<file path="src/rtl/pipe_pkg.sv">
// Shared definitions for the inter-stage pipeline skid buffer.
// State encoding doubles as the occupancy count (0, 1 or 2 held entries).
// Optional performance counters are enabled with the STAGE_PERF_EN macro.
package pipe_pkg;

  // Default widths for a typical decode->execute boundary.
  localparam int CTRL_W_DEF = 16;
  localparam int DATA_W_DEF = 180;
  localparam int PERF_W_DEF = 16;

  // Control value presented downstream whenever no entry is valid.
  localparam int unsigned CTRL_NOP = 0;

  // Slot occupancy state.
  // The encoding equals the number of held entries.
  typedef enum logic [1:0] {
    ST_EMPTY = 2'd0,
    ST_ONE   = 2'd1,
    ST_FULL  = 2'd2
  } state_t;

  // Number of entries held in a given state.
  function automatic logic [1:0] stateOccupancy(input state_t s);
    logic [1:0] occ;
    occ = 2'd0;
    case (s)
      ST_EMPTY: occ = 2'd0;
      ST_ONE:   occ = 2'd1;
      ST_FULL:  occ = 2'd2;
      default:  occ = 2'd0;
    endcase
    return occ;
  endfunction

endpackage

</file>
<file path="src/rtl/pipe_sat_counter.sv">
// Saturating up-counter with enable.
// Counts one per enabled cycle and sticks at all-ones instead of wrapping.
// Cleared only by the asynchronous active-low reset.
module pipe_sat_counter
  import pipe_pkg::*;
#(
  parameter int W = PERF_W_DEF
) (
  input  logic         clk,
  input  logic         rst_n,
  input  logic         i_en,
  output logic [W-1:0] o_count
);

  logic [W-1:0] r_count;
  logic         w_atMax;

  assign w_atMax = &r_count;

  // Increment on each qualifying cycle until the all-ones ceiling is reached.
  always_ff @(posedge clk or negedge rst_n) begin
    if (!rst_n) begin
      r_count <= '0;
    end else if (i_en && !w_atMax) begin
      r_count <= r_count + 1'b1;
    end
  end

  assign o_count = r_count;

endmodule

</file>
<file path="src/rtl/pipe_stage_skid_buffer.sv">
// Two-entry skid buffer between two pipeline stages (IF/ID, ID/EX, ...).
// The main slot drives the outputs directly; the skid slot catches the one
// entry that can arrive after downstream stalls, so in_ready can be a
// plain register that never looks at out_ready.
// Flush empties both slots; the control vector reads as NOP when idle,
// while the payload keeps its last value to avoid needless toggling.
// Define STAGE_PERF_EN to add stall_cnt / bubble_cnt saturating counters.
module pipe_stage_skid_buffer
  import pipe_pkg::*;
#(
  parameter int CTRL_W = CTRL_W_DEF,
  parameter int DATA_W = DATA_W_DEF,
  parameter int PERF_W = PERF_W_DEF
) (
  input  logic              clk,
  input  logic              rst_n,
  input  logic              flush,
  input  logic              in_valid,
  output logic              in_ready,
  input  logic [CTRL_W-1:0] in_ctrl,
  input  logic [DATA_W-1:0] in_data,
  output logic              out_valid,
  input  logic              out_ready,
  output logic [CTRL_W-1:0] out_ctrl,
  output logic [DATA_W-1:0] out_data,
`ifdef STAGE_PERF_EN
  output logic [PERF_W-1:0] stall_cnt,
  output logic [PERF_W-1:0] bubble_cnt,
`endif
  output logic [1:0]        occupancy
);

  state_t            r_state;
  state_t            w_nextState;
  logic              r_inReady;
  logic [CTRL_W-1:0] r_mainCtrl;
  logic [DATA_W-1:0] r_mainData;
  logic [CTRL_W-1:0] r_skidCtrl;
  logic [DATA_W-1:0] r_skidData;

  logic              w_outValid;
  logic              w_accept;
  logic              w_deliver;
  logic              w_loadMainFromIn;
  logic              w_loadMainFromSkid;
  logic              w_loadSkid;

  assign w_outValid = (r_state != ST_EMPTY);
  assign w_accept   = in_valid && r_inReady;
  assign w_deliver  = w_outValid && out_ready;

  // Next-state and slot-load decisions; flush overrides any handshake.
  always_comb begin
    w_nextState        = r_state;
    w_loadMainFromIn   = 1'b0;
    w_loadMainFromSkid = 1'b0;
    w_loadSkid         = 1'b0;
    if (flush) begin
      w_nextState = ST_EMPTY;
    end else begin
      case (r_state)
        ST_EMPTY: begin
          if (w_accept) begin
            w_nextState      = ST_ONE;
            w_loadMainFromIn = 1'b1;
          end
        end
        ST_ONE: begin
          if (w_accept && w_deliver) begin
            w_nextState      = ST_ONE;
            w_loadMainFromIn = 1'b1;
          end else if (w_accept) begin
            w_nextState = ST_FULL;
            w_loadSkid  = 1'b1;
          end else if (w_deliver) begin
            w_nextState = ST_EMPTY;
          end
        end
        ST_FULL: begin
          if (w_deliver) begin
            w_nextState        = ST_ONE;
            w_loadMainFromSkid = 1'b1;
          end
        end
        default: begin
          w_nextState = ST_EMPTY;
        end
      endcase
    end
  end

  // State register plus the registered upstream ready derived from next state.
  always_ff @(posedge clk or negedge rst_n) begin
    if (!rst_n) begin
      r_state   <= ST_EMPTY;
      r_inReady <= 1'b1;
    end else begin
      r_state   <= w_nextState;
      r_inReady <= (w_nextState != ST_FULL);
    end
  end

  // Main slot: loaded from the input or promoted from the skid slot.
  always_ff @(posedge clk or negedge rst_n) begin
    if (!rst_n) begin
      r_mainCtrl <= '0;
      r_mainData <= '0;
    end else if (w_loadMainFromIn) begin
      r_mainCtrl <= in_ctrl;
      r_mainData <= in_data;
    end else if (w_loadMainFromSkid) begin
      r_mainCtrl <= r_skidCtrl;
      r_mainData <= r_skidData;
    end
  end

  // Skid slot: catches the entry accepted while downstream is stalled.
  always_ff @(posedge clk or negedge rst_n) begin
    if (!rst_n) begin
      r_skidCtrl <= '0;
      r_skidData <= '0;
    end else if (w_loadSkid) begin
      r_skidCtrl <= in_ctrl;
      r_skidData <= in_data;
    end
  end

  assign in_ready  = r_inReady;
  assign out_valid = w_outValid;
  assign out_ctrl  = w_outValid ? r_mainCtrl : CTRL_W'(CTRL_NOP);
  assign out_data  = r_mainData;
  assign occupancy = stateOccupancy(r_state);

`ifdef STAGE_PERF_EN
  logic w_stallCycle;
  logic w_bubbleCycle;

  assign w_stallCycle  = in_valid && !r_inReady;
  assign w_bubbleCycle = !w_outValid && out_ready;

  pipe_sat_counter #(
    .W (PERF_W)
  ) u_stallCounter (
    .clk     (clk),
    .rst_n   (rst_n),
    .i_en    (w_stallCycle),
    .o_count (stall_cnt)
  );

  pipe_sat_counter #(
    .W (PERF_W)
  ) u_bubbleCounter (
    .clk     (clk),
    .rst_n   (rst_n),
    .i_en    (w_bubbleCycle),
    .o_count (bubble_cnt)
  );
`endif

endmodule

</file>
<file path="config.mk">
export PLATFORM = sky130hd
export DESIGN_NAME = pipe_stage_skid_buffer
export DESIGN_NICKNAME = d
export VERILOG_FILES = /design/src/rtl/pipe_pkg.sv /design/src/rtl/pipe_sat_counter.sv /design/src/rtl/pipe_stage_skid_buffer.sv
export SDC_FILE = /design/constraint.sdc
export NUM_CORES = 1
export LEC_CHECK = 0
export ABC_AREA = 0
export CORE_ASPECT_RATIO = 0.6
export CORE_MARGIN = 10
export CORE_UTILIZATION = 50
export CTS_CLUSTER_DIAMETER = 80
export DETAILED_ROUTE_END_ITERATION = 8
export PLACE_DENSITY_LB_ADDON = 0.12
export SETUP_SLACK_MARGIN = 0.4
export SLEW_MARGIN = 10
export SYNTH_ARGS = -nofsm -noshare
export SYNTH_HDL_FRONTEND = slang
export SYNTH_SLANG_ARGS = --single-unit
</file>
<file path="constraint.sdc">
create_clock -name clk -period 2.3 [get_ports clk]
set_clock_uncertainty 0.05 [all_clocks]
set_input_delay 0.23 -clock clk [delete_from_list [all_inputs] [get_ports clk]]
set_output_delay 0.23 -clock clk [all_outputs]
set_load 0.005 [all_outputs]
</file>
==> flow_metrics.env <==
export IMPL_min_period_ns=2.07
export IMPL_arrival_ns=1.79
export IMPL_post_synth_num_cell_types=23
export IMPL_post_route_period_util=0.901
export IMPL_finalSetupViolCount=0
export IMPL_start_kind="register"
export IMPL_floorplan_die_width_um=255
export IMPL_antenna_found_initial=6
export IMPL_power_density_nw_per_um2=846
export IMPL_multi_input_area_um2=6190
export IMPL_synth_edf_count=0
export IMPL_synth_seq_cells=395
export IMPL_cts_tree="built"
export IMPL_clkSinkCount=395
export IMPL_design_area_um2=24500
export IMPL_fin_tns_setup_ns=0
export IMPL_p_leak_nw=10.2
export IMPL_stdcell_count=2260
export IMPL_yosysWarningCount=0
export IMPL_regToRegSetupSlack_ns=0.29
export IMPL_post_route_worst_setup_slack_ns=0.229
export IMPL_syn_to_final_growth_pct=47.7
export IMPL_drv_slew=0
export IMPL_finalHoldViolations=0
export IMPL_dp_hpwl_um=31900
export IMPL_yosysSeqAreaShare=0.596
export IMPL_ir_worst_vdd_mv=0.629
export IMPL_wl_per_cell_um=24.0
export IMPL_hold_ws_ns=0.160
export IMPL_slew_limit_headroom=0.675
export IMPL_path_cells="nor2_4, buf_6, buf_6, buf_6, buf_6, nor2b_4, buf_2"
export IMPL_async_flop_share=1.00
export IMPL_vias=12325
export IMPL_dpl_worst_slack_ns=0.139
export IMPL_cp_max_fo=4
export IMPL_cpMostUsedCell="buf_6"
export IMPL_synth_nets=1501
export IMPL_grt_overflow_total=0
export IMPL_drive_above_1_share=0.241
export IMPL_p_total_mw=20.7
export IMPL_ys_flop_type="dfrtp_1"
export IMPL_syn_avg_cell_area_um2=12.7
export IMPL_die_area_um2=41100
export IMPL_fmax_mhz=483
export IMPL_hold_path_class="primary input to asynchronous set/reset pin"
export IMPL_gp_congestion=0.796
export IMPL_maxCapViolCount=0
export IMPL_grt_max_degree=75
export IMPL_grt_use_total=0.218
export IMPL_cts_buffer_depth=3
export IMPL_num_fill_cells=2061
export IMPL_ant_nets=0
export IMPL_fp_dieH_um=161
export IMPL_synth_cells=1300
export IMPL_cp_slowest_cell="dfrtp_1"
export IMPL_dpl_cell_count=2084
export IMPL_nNetsFinal=2004
export IMPL_fin_util=0.752
export IMPL_htree_levels=2
export IMPL_grt_pass1_vias=12221
export IMPL_critPathCaptureType="output pin"
export IMPL_regArea_um2=9890
export IMPL_port_buffers=400
export IMPL_io_pins=401
export IMPL_required_ns=2.02
export IMPL_firstDrtPassIters=5
export IMPL_via_per_inst=5.45
export IMPL_synth_area_um2=16600
export IMPL_drt_initial_drc_count=790
export IMPL_grt_setup_unrepaired="true"
export IMPL_clk_pin_slew_ns=0.06
export IMPL_grt_pass1_wl_um=70800
export IMPL_status="finished clean"
export IMPL_initial_core_util=0.509
export IMPL_root_buffer="clkbuf_16"
export IMPL_rows=51
export IMPL_drcViolationCount=0
export IMPL_numCtsBuffers=38
export IMPL_core_area_um2=32500
export IMPL_dpl_cell_area_um2=21300
export IMPL_worstMarginPinSlew_ns=0.488
export IMPL_wirelength_um=54200
export IMPL_insertion_delay_ns=0.53
export IMPL_max_stage_delay_ns=0.44
export IMPL_crit_type="register to output pin"
power by group:
| group | switching [mW] | internal, mW |
|---|---|---|
| Clock | 2.69 | 3.72 |
| Combinational | 1.73 | 2.92 |
| Sequential | 0.988 | 8.66 |
| Total | 5.40 | 15.3 |
state kept, by name, summed over array words and instances (netlist names):
name / cells
r_state: 2
r_mainCtrl: 16
in_ready: 1
r_skidCtrl: 16
out_data: 180
r_skidData: 180
Yosys cell counts (2+ instances only):
| cell | number | area (µm²) |
|---|---|---|
| mux2_2 | 196 | 2210 |
| nand2_1 | 198 | 743 |
| o21ai_0 | 56 | 280 |
| buf_8 | 11 | 165 |
| clkbuf_1 | 22 | 82.6 |
| nor2b_1 | 17 | 106 |
| o21ai_1 | 140 | 701 |
| and2b_1 | 2 | 15.0 |
| dfrtp_1 | 394 | 9860 |
| buf_2 | 42 | 210 |
| inv_1 | 2 | 7.51 |
| buf_4 | 7 | 52.6 |
| buf_6 | 4 | 45.0 |
| mux2i_1 | 197 | 1970 |
| nor2_1 | 4 | 15.0 |
layer usage:
metal  vias up  GRT usage  routed length [µm]
met5         -          0                  13
met4         2     0.0590                1300
met3        84     0.0523                3250
met2       372      0.378               27900
met1      6305      0.268               21800
li1       5562          -                   -
cell families (layout without fill, tap and decap cells):
logic type,Yosys count,count (layout),share of synthesized area
AOI/OAI and AO/OA,199,199,0.0606
buffers and inverters,89,620,0.0352
DFF,395,395,0.596
muxes,393,393,0.252
other,0,5,0
and+or+nand+nor,224,224,0.0556
area by class of cell:
| class | instances | area share |
|---|---|---|
| clock buffer | 53 | 0.0454 |
| timing repair buffer | 550 | 0.269 |
| sequential | 395 | 0.404 |
| inverter | 2 | 0.000307 |
| tap | 424 | 0.0217 |
| clock inverter | 15 | 0.00634 |
| antenna | 5 | 0.000511 |
| multi-input combinational | 816 | 0.253 |
what timing repair did:
action / 4_1_cts / 5_1_grt
pin swaps: 3 / 4
gates cloned: 3 / 54
resized for setup: 63 / 91
endpoints found under the hold margin: 78 / 0
buffers inserted: 17 / 28
endpoints found under the setup margin: 97 / 369
hold buffers: 1 / 0
critical path: cells and delay by family, from the launching register on:
family / cells / cell delay [ns]
buffers and inverters: 5 / 0.57
flip-flops: 1 / 0.44
AND/OR/NAND/NOR: 2 / 0.25
final timing paths:
check,to,depth (start not counted),startpoint
setup / recovery,out_ctrl[1],7,r_state[0]
hold / removal,r_skidData[4],2,rst_n
setup reg to reg,out_data[61],8,r_state[1]
hold reg to reg,r_skidData[76],1,r_skidData[76]
max in group asynchronous,out_data[106],3,rst_n
min in group clk,out_data[72],3,in_data[72]
cells in the final DEF, fill, tap and decap left out, types with 19 or more instances in the layout:
cell               n
clkdlybuf4s50_1  379
o21ai_0           47
dfrtp_1          393
o21ai_1          148
mux2i_1          196
buf_4             37
nand2_1          197
buf_6             21
clkbuf_16         81
buf_16            19
buf_12            24
mux2_2           196
No activity file was read; power rests on OpenSTA's default activity.
